[src/rtl/game_pkg.sv]
// game_pkg: shared match-sequencing types and keyboard constants for the
// turn controller, movement and weapon-mode blocks.
`default_nettype none

package game_pkg;

  typedef enum logic [2:0] {
    READY  = 3'd0,
    AIM    = 3'd1,
    FLIGHT = 3'd2,
    SETTLE = 3'd3,
    OVER   = 3'd4
  } state_t;

  typedef enum logic {
    P1 = 1'b0,
    P2 = 1'b1
  } player_t;

  typedef enum logic [1:0] {
    WIN_NONE = 2'b00,
    WIN_P1   = 2'b01,
    WIN_P2   = 2'b10,
    WIN_DRAW = 2'b11
  } winner_t;

  localparam logic [7:0] KEY_ENTER = 8'd40;
  localparam logic [7:0] KEY_SPACE = 8'd44;
  localparam logic [7:0] KEY_C     = 8'd6;

endpackage

`default_nettype wire

[src/rtl/turn_timer.sv]
// turn_timer: per-turn frame divider and seconds down-counter; expire flags
// the frame whose closing edge steps turn_sec from 1 to 0.
`default_nettype none

module turn_timer #(
  parameter int FRAMES_PER_SEC = 60,
  parameter int TURN_SECONDS   = 15
) (
  input  logic       frame_clk,
  input  logic       Reset,
  input  logic       load,
  input  logic       run,
  output logic [4:0] turn_sec,
  output logic       expire
);

  localparam logic [5:0] FRAME_LAST = 6'(FRAMES_PER_SEC - 1);
  localparam logic [4:0] SEC_INIT   = 5'(TURN_SECONDS);

  logic [5:0] frame_cnt;
  logic       wrap;

  assign wrap   = run && (frame_cnt == FRAME_LAST);
  // Combinational so the controller can leave AIM on the same edge the count hits 0.
  assign expire = wrap && (turn_sec == 5'd1);

  always_ff @(posedge frame_clk or posedge Reset) begin
    if (Reset) begin
      frame_cnt <= 6'd0;
      turn_sec  <= SEC_INIT;
    end else if (load) begin
      frame_cnt <= 6'd0;
      turn_sec  <= SEC_INIT;
    end else if (run) begin
      if (wrap) begin
        frame_cnt <= 6'd0;
        if (turn_sec != 5'd0) turn_sec <= turn_sec - 5'd1;
      end else begin
        frame_cnt <= frame_cnt + 6'd1;
      end
    end
  end

endmodule

`default_nettype wire

[src/rtl/turn_controller.sv]
// turn_controller: two-player match sequencer -- turn ownership, fire pulse,
// turn time limit, projectile wait, settle pause and end-of-game detection.
`default_nettype none

module turn_controller
  import game_pkg::*;
#(
  parameter int FRAMES_PER_SEC = 60,
  parameter int TURN_SECONDS   = 15,
  parameter int SETTLE_FRAMES  = 30,
  parameter int FLIGHT_TIMEOUT = 255
) (
  input  logic       frame_clk,
  input  logic       Reset,
  input  logic [7:0] keycode,
  input  logic       proj_done,
  input  logic       p1_dead,
  input  logic       p2_dead,
  output logic       p1_in_turn,
  output logic       p2_in_turn,
  output logic       fire,
  output logic [4:0] turn_sec,
  output logic       game_over,
  output logic [1:0] winner
);

  localparam logic [7:0] SETTLE_LAST = 8'(SETTLE_FRAMES);
  localparam logic [7:0] FLIGHT_LAST = 8'(FLIGHT_TIMEOUT);

  state_t     state;
  player_t    player;
  logic [7:0] prev_key;
  logic [7:0] cnt;

  logic press_enter;
  logic press_space;
  logic settle_done;
  logic any_dead;
  logic flight_done;
  logic timer_load;
  logic timer_run;
  logic timer_expire;

  assign press_enter = (keycode == KEY_ENTER) && (prev_key != KEY_ENTER);
  assign press_space = (keycode == KEY_SPACE) && (prev_key != KEY_SPACE);
  assign settle_done = (state == SETTLE) && (cnt >= SETTLE_LAST);
  assign any_dead    = p1_dead || p2_dead;
  // fire is high only in the first FLIGHT frame, so it masks proj_done there.
  assign flight_done = (!fire && proj_done) || (cnt >= FLIGHT_LAST);

  assign timer_run  = (state == AIM);
  assign timer_load = ((state == READY) && press_enter) ||
                      ((state == OVER) && press_enter)  ||
                      (settle_done && !any_dead);

  turn_timer #(
    .FRAMES_PER_SEC(FRAMES_PER_SEC),
    .TURN_SECONDS  (TURN_SECONDS)
  ) u_turn_timer (
    .frame_clk(frame_clk),
    .Reset    (Reset),
    .load     (timer_load),
    .run      (timer_run),
    .turn_sec (turn_sec),
    .expire   (timer_expire)
  );

  always_ff @(posedge frame_clk or posedge Reset) begin
    if (Reset) begin
      state      <= READY;
      player     <= P1;
      prev_key   <= 8'd0;
      cnt        <= 8'd0;
      fire       <= 1'b0;
      p1_in_turn <= 1'b0;
      p2_in_turn <= 1'b0;
      game_over  <= 1'b0;
      winner     <= WIN_NONE;
    end else begin
      prev_key <= keycode;
      fire     <= 1'b0;
      case (state)
        READY: begin
          if (press_enter) begin
            state      <= AIM;
            player     <= P1;
            p1_in_turn <= 1'b1;
            p2_in_turn <= 1'b0;
          end
        end
        AIM: begin
          // A press in the expiry frame still fires.
          if (press_space) begin
            state      <= FLIGHT;
            fire       <= 1'b1;
            cnt        <= 8'd1;
            p1_in_turn <= 1'b0;
            p2_in_turn <= 1'b0;
          end else if (timer_expire) begin
            state      <= SETTLE;
            cnt        <= 8'd1;
            p1_in_turn <= 1'b0;
            p2_in_turn <= 1'b0;
          end
        end
        FLIGHT: begin
          if (flight_done) begin
            state <= SETTLE;
            cnt   <= 8'd1;
          end else begin
            cnt <= cnt + 8'd1;
          end
        end
        SETTLE: begin
          if (settle_done) begin
            if (p1_dead && p2_dead) begin
              state     <= OVER;
              game_over <= 1'b1;
              winner    <= WIN_DRAW;
            end else if (p2_dead) begin
              state     <= OVER;
              game_over <= 1'b1;
              winner    <= WIN_P1;
            end else if (p1_dead) begin
              state     <= OVER;
              game_over <= 1'b1;
              winner    <= WIN_P2;
            end else begin
              state      <= AIM;
              player     <= (player == P1) ? P2 : P1;
              p1_in_turn <= (player == P2);
              p2_in_turn <= (player == P1);
            end
          end else begin
            cnt <= cnt + 8'd1;
          end
        end
        OVER: begin
          if (press_enter) begin
            state     <= READY;
            player    <= P1;
            game_over <= 1'b0;
            winner    <= WIN_NONE;
          end
        end
        default: begin
          state      <= READY;
          p1_in_turn <= 1'b0;
          p2_in_turn <= 1'b0;
        end
      endcase
    end
  end

endmodule

`default_nettype wire

[config.mk]
export PLATFORM = sky130hd
export DESIGN_NAME = turn_controller
export DESIGN_NICKNAME = d
export VERILOG_FILES = /design/src/rtl/game_pkg.sv /design/src/rtl/turn_timer.sv /design/src/rtl/turn_controller.sv
export SDC_FILE = /design/constraint.sdc
export NUM_CORES = 1
export LEC_CHECK = 0
export ABC_AREA = 1
export ABC_CLOCK_PERIOD_IN_PS = 1950
export CAP_MARGIN = 20
export CORE_ASPECT_RATIO = 1.1
export CORE_MARGIN = 10
export CORE_UTILIZATION = 55
export DETAILED_ROUTE_END_ITERATION = 8
export GPL_TIMING_DRIVEN = 0
export PLACE_DENSITY = 0.78
export SYNTH_ARGS = -nofsm -noshare
export SYNTH_HDL_FRONTEND = slang
export SYNTH_SLANG_ARGS = --single-unit
[constraint.sdc]
create_clock -name frame_clk -period 1.95 [get_ports frame_clk]
set_clock_uncertainty 0.2 [all_clocks]
set_input_delay 0.39 -clock frame_clk [delete_from_list [all_inputs] [get_ports frame_clk]]
set_output_delay 0.39 -clock frame_clk [all_outputs]
set_load 0.02 [all_outputs]
==> flow_metrics.py <==
metrics = {
    "setup_path": {
        "crit_top_cell": "nand2_1",
        "endpoint": "cnt[4]",
        "worst_setup_path_start_kind": "flop",
        "crit_path_start": "cnt[0]",
        "cp.depth": 9,
        "worst_path_largest_cell_delay_ps": 420,
        "rrSetupSlack_ps": 30,
        "cp_slowest_cell": "dfrtp_2",
        "critical_path_peak_fanout": 6,
        "cp.required_ps": 1940,
        "worstRegToRegCells": 9,
        "cp.arrival_ps": 1910,
        "critical_path.top_delay_family": "simple AND/OR/NAND/NOR gates",
        "r2r-start": "cnt[0]",
        "endpoint_kind": "flop",
        "worstSetupPathType": "flop to flop",
        "worst-path-buf-inv": 1,
        "r2r-end": "cnt[4]",
        "worstPathCellList": "inv_1 > ha_1 > or2_1 > nand3_2 > nand2_2 > nand2_1 > nand4_2 > nand2_1 > nand2_1",
    },
    "die": {
        "die_h_um": 86.2,
        "initial_core_util_pct": 56.1,
        "ios": 24,
        "core-area_um2": 3900,
        "die_w_um": 80.2,
        "fp.dieArea_um2": 6910,
        "rows": 24,
    },
    "global_route": {
        "grt_overflow": 0,
        "grt-busiest-layer": "met2",
        "grtUsageMet3_pct": 4.76,
        "grt_max_degree": 38,
        "grt_pass1_vias": 1757,
        "antenna_found_initial": 0,
        "grt_pass1_wl_um": 7600,
        "grtUsageMet1_pct": 15.5,
        "grtUsageTotal_pct": 13.5,
        "grtUsageMet2_pct": 22.9,
    },
    "routing": {
        "vias_per_cell": 5.05,
        "wl_um": 4930,
        "firstDrtPassIters": 4,
        "vias": 1938,
        "drc": 0,
        "ant_nets": 0,
        "drt-initial-drc-count": 112,
        "routedWlPerCell_um": 12.8,
    },
    "final_layout": {
        "fin_cells": 384,
        "area_growth_pct": 23.4,
        "fill_cells": 320,
        "diodes": 0,
        "layout_common_cells": "nand2_1 (85), inv_1 (42), dfrtp_1 (31)",
        "fin_area_um2": 2700,
        "drive_above_1_share_pct": 18.1,
        "fin_nets": 350,
        "final_common_cell": "nand2_1",
    },
    "timing": {
        "relSlewSlack_pct": 49.3,
        "fin_crit_sh_pct": 98.7,
        "tightestPinTransition_ps": 760,
        "rsz0062_at_grt": "yes",
        "whs_ps": 82.0,
        "finalSetupViolCount": 0,
        "fmax_ghz": 0.520,
        "hold_violations": 0,
        "period_needed_ps": 1920,
        "worst_slack_ps": 25.7,
        "slew_viol_final": 0,
    },
    "power_and_ir_drop": {
        "ir_worst_vdd_v": 0.000664,
        "p_per_area_nw_per_um2": 1100,
        "finalPower_mw": 2.98,
        "p_leak_nw": 1.42,
    },
    "yosys": {
        "ys_seq_area_share_pct": 42.5,
        "ys.flop_type": "dfrtp_1",
        "synth_area_per_cell_um2": 7.45,
        "async_flop_share_pct": 100,
        "synthCells": 294,
        "netlist_area_um2": 2190,
        "yosys_warnings": 0,
        "synth-seq-cells": 37,
        "synth_edf_count": 0,
        "ys_types": 29,
        "syn_nets": 313,
    },
    "outcome": {
        "status": "completed",
    },
    "clocking": {
        "clkSinkCount": 37,
        "ctsRootBufferMaster": "clkbuf_8",
        "cts_tree": "built",
        "cts_max_path_buffers": 2,
        "h-tree-depth": 2,
        "hold_buffers": 0,
        "cts.clk_slew.worst_paths_ps": 70,
        "clk_latency_ps": 290,
        "cts_buffers": 5,
    },
    "job": {
        "drv_cap": 0,
    },
    "placement": {
        "place_hpwl_um": 3280,
        "dpl.cell_count": 369,
        "placed_cell_area_um2": 2490,
        "io_buffers": 23,
        "pre_cts_ws_ps": -302,
        "routabilityCongestion": 0.848,
    },
    "worst_hold_path": {
        "hold_class": "input pin to flop",
    },
}
## Yosys cell counts (3+ instances only)
| cell type | number | area share [%] |
|---|---|---|
| nand2_1 | 87 | 15 |
| inv_1 | 43 | 7.4 |
| dfrtp_1 | 33 | 38 |
| nor2_1 | 31 | 5.3 |
| nand3_1 | 30 | 6.9 |
| o21ai_0 | 8 | 1.8 |
| nand4_1 | 7 | 2.0 |
| xor2_1 | 7 | 2.8 |
| ha_1 | 6 | 3.4 |
| nand2_2 | 6 | 1.7 |
| nor2_2 | 6 | 1.7 |
| inv_2 | 5 | 0.86 |
| dfstp_2 | 4 | 4.8 |
| nand3_2 | 3 | 1.4 |
## repair_timing
item                       CTS  global route
pin swaps                    0             6
gates cloned                 0             2
resized for setup            6            17
setup endpoints to repair    9            19
buffers inserted             0             5
## sequential cells by signal, indices dropped and copies added (netlist names)
name	flops
p1_in_turn	1
u_turn_timer.turn_sec	5
p2_in_turn	1
u_turn_timer.frame_cnt	6
prev_key	8
player	1
cnt	8
game_over	1
winner	2
state	3
fire	1
## area by class of cell
class,count,area (um^2),share of cell area [%]
multi-input combinational,208,1120,41.4
clock buffer,7,96.3,3.56
sequential,37,933,34.5
inverter,48,180,6.67
tap,52,65.1,2.41
timing repair buffer,29,280,10.4
clock inverter,1,5.00,0.185
buffer,2,22.5,0.833
## through the flow
step / utilization (%) / TNS (ps)
after floorplan: - / 0
after global placement: 63.7 / -14240
after detailed placement: 63.7 / -4890
after CTS: 66.3 / 0
after global routing: 69.2 / -190
final: 69.2 / 0
## cell families after synthesis
family                   Yosys count  synth area share, %
AO/OA/AOI/OAI                     14                 3.71
XOR/XNOR                           7                 2.80
adder cells (fa/ha/maj)            6                 3.43
buffers and inverters             50                 9.25
flip-flops                        37                 42.5
AND/OR/NAND/NOR                  180                 38.3
## metal layers
metal | vias up | wire, um
met5 | - | 0
met4 | 0 | 104
met3 | 8 | 257
met2 | 33 | 2460
met1 | 904 | 2100
li1 | 993 | -
## power by group
part / internal, mW / leakage [nW] / total (mW) / switching [mW]
sequential: 0.933 / 0.456 / 1.10 / 0.165
combinational: 0.505 / 0.913 / 1.28 / 0.775
clock: 0.320 / 0.0542 / 0.597 / 0.278
## how the worst min path moves through the flow
stage	startpoint	endpoint	slack [ps]	cells past startpoint
floorplan	keycode[0]	prev_key[0]	220	0
global placement	p2_in_turn	p2_in_turn	270	2
detailed placement	game_over	game_over	260	2
CTS	game_over	game_over	290	2
global route	keycode[7]	prev_key[7]	90	1
finish	keycode[4]	prev_key[4]	80	1
No activity file was read; power rests on OpenSTA's default activity.
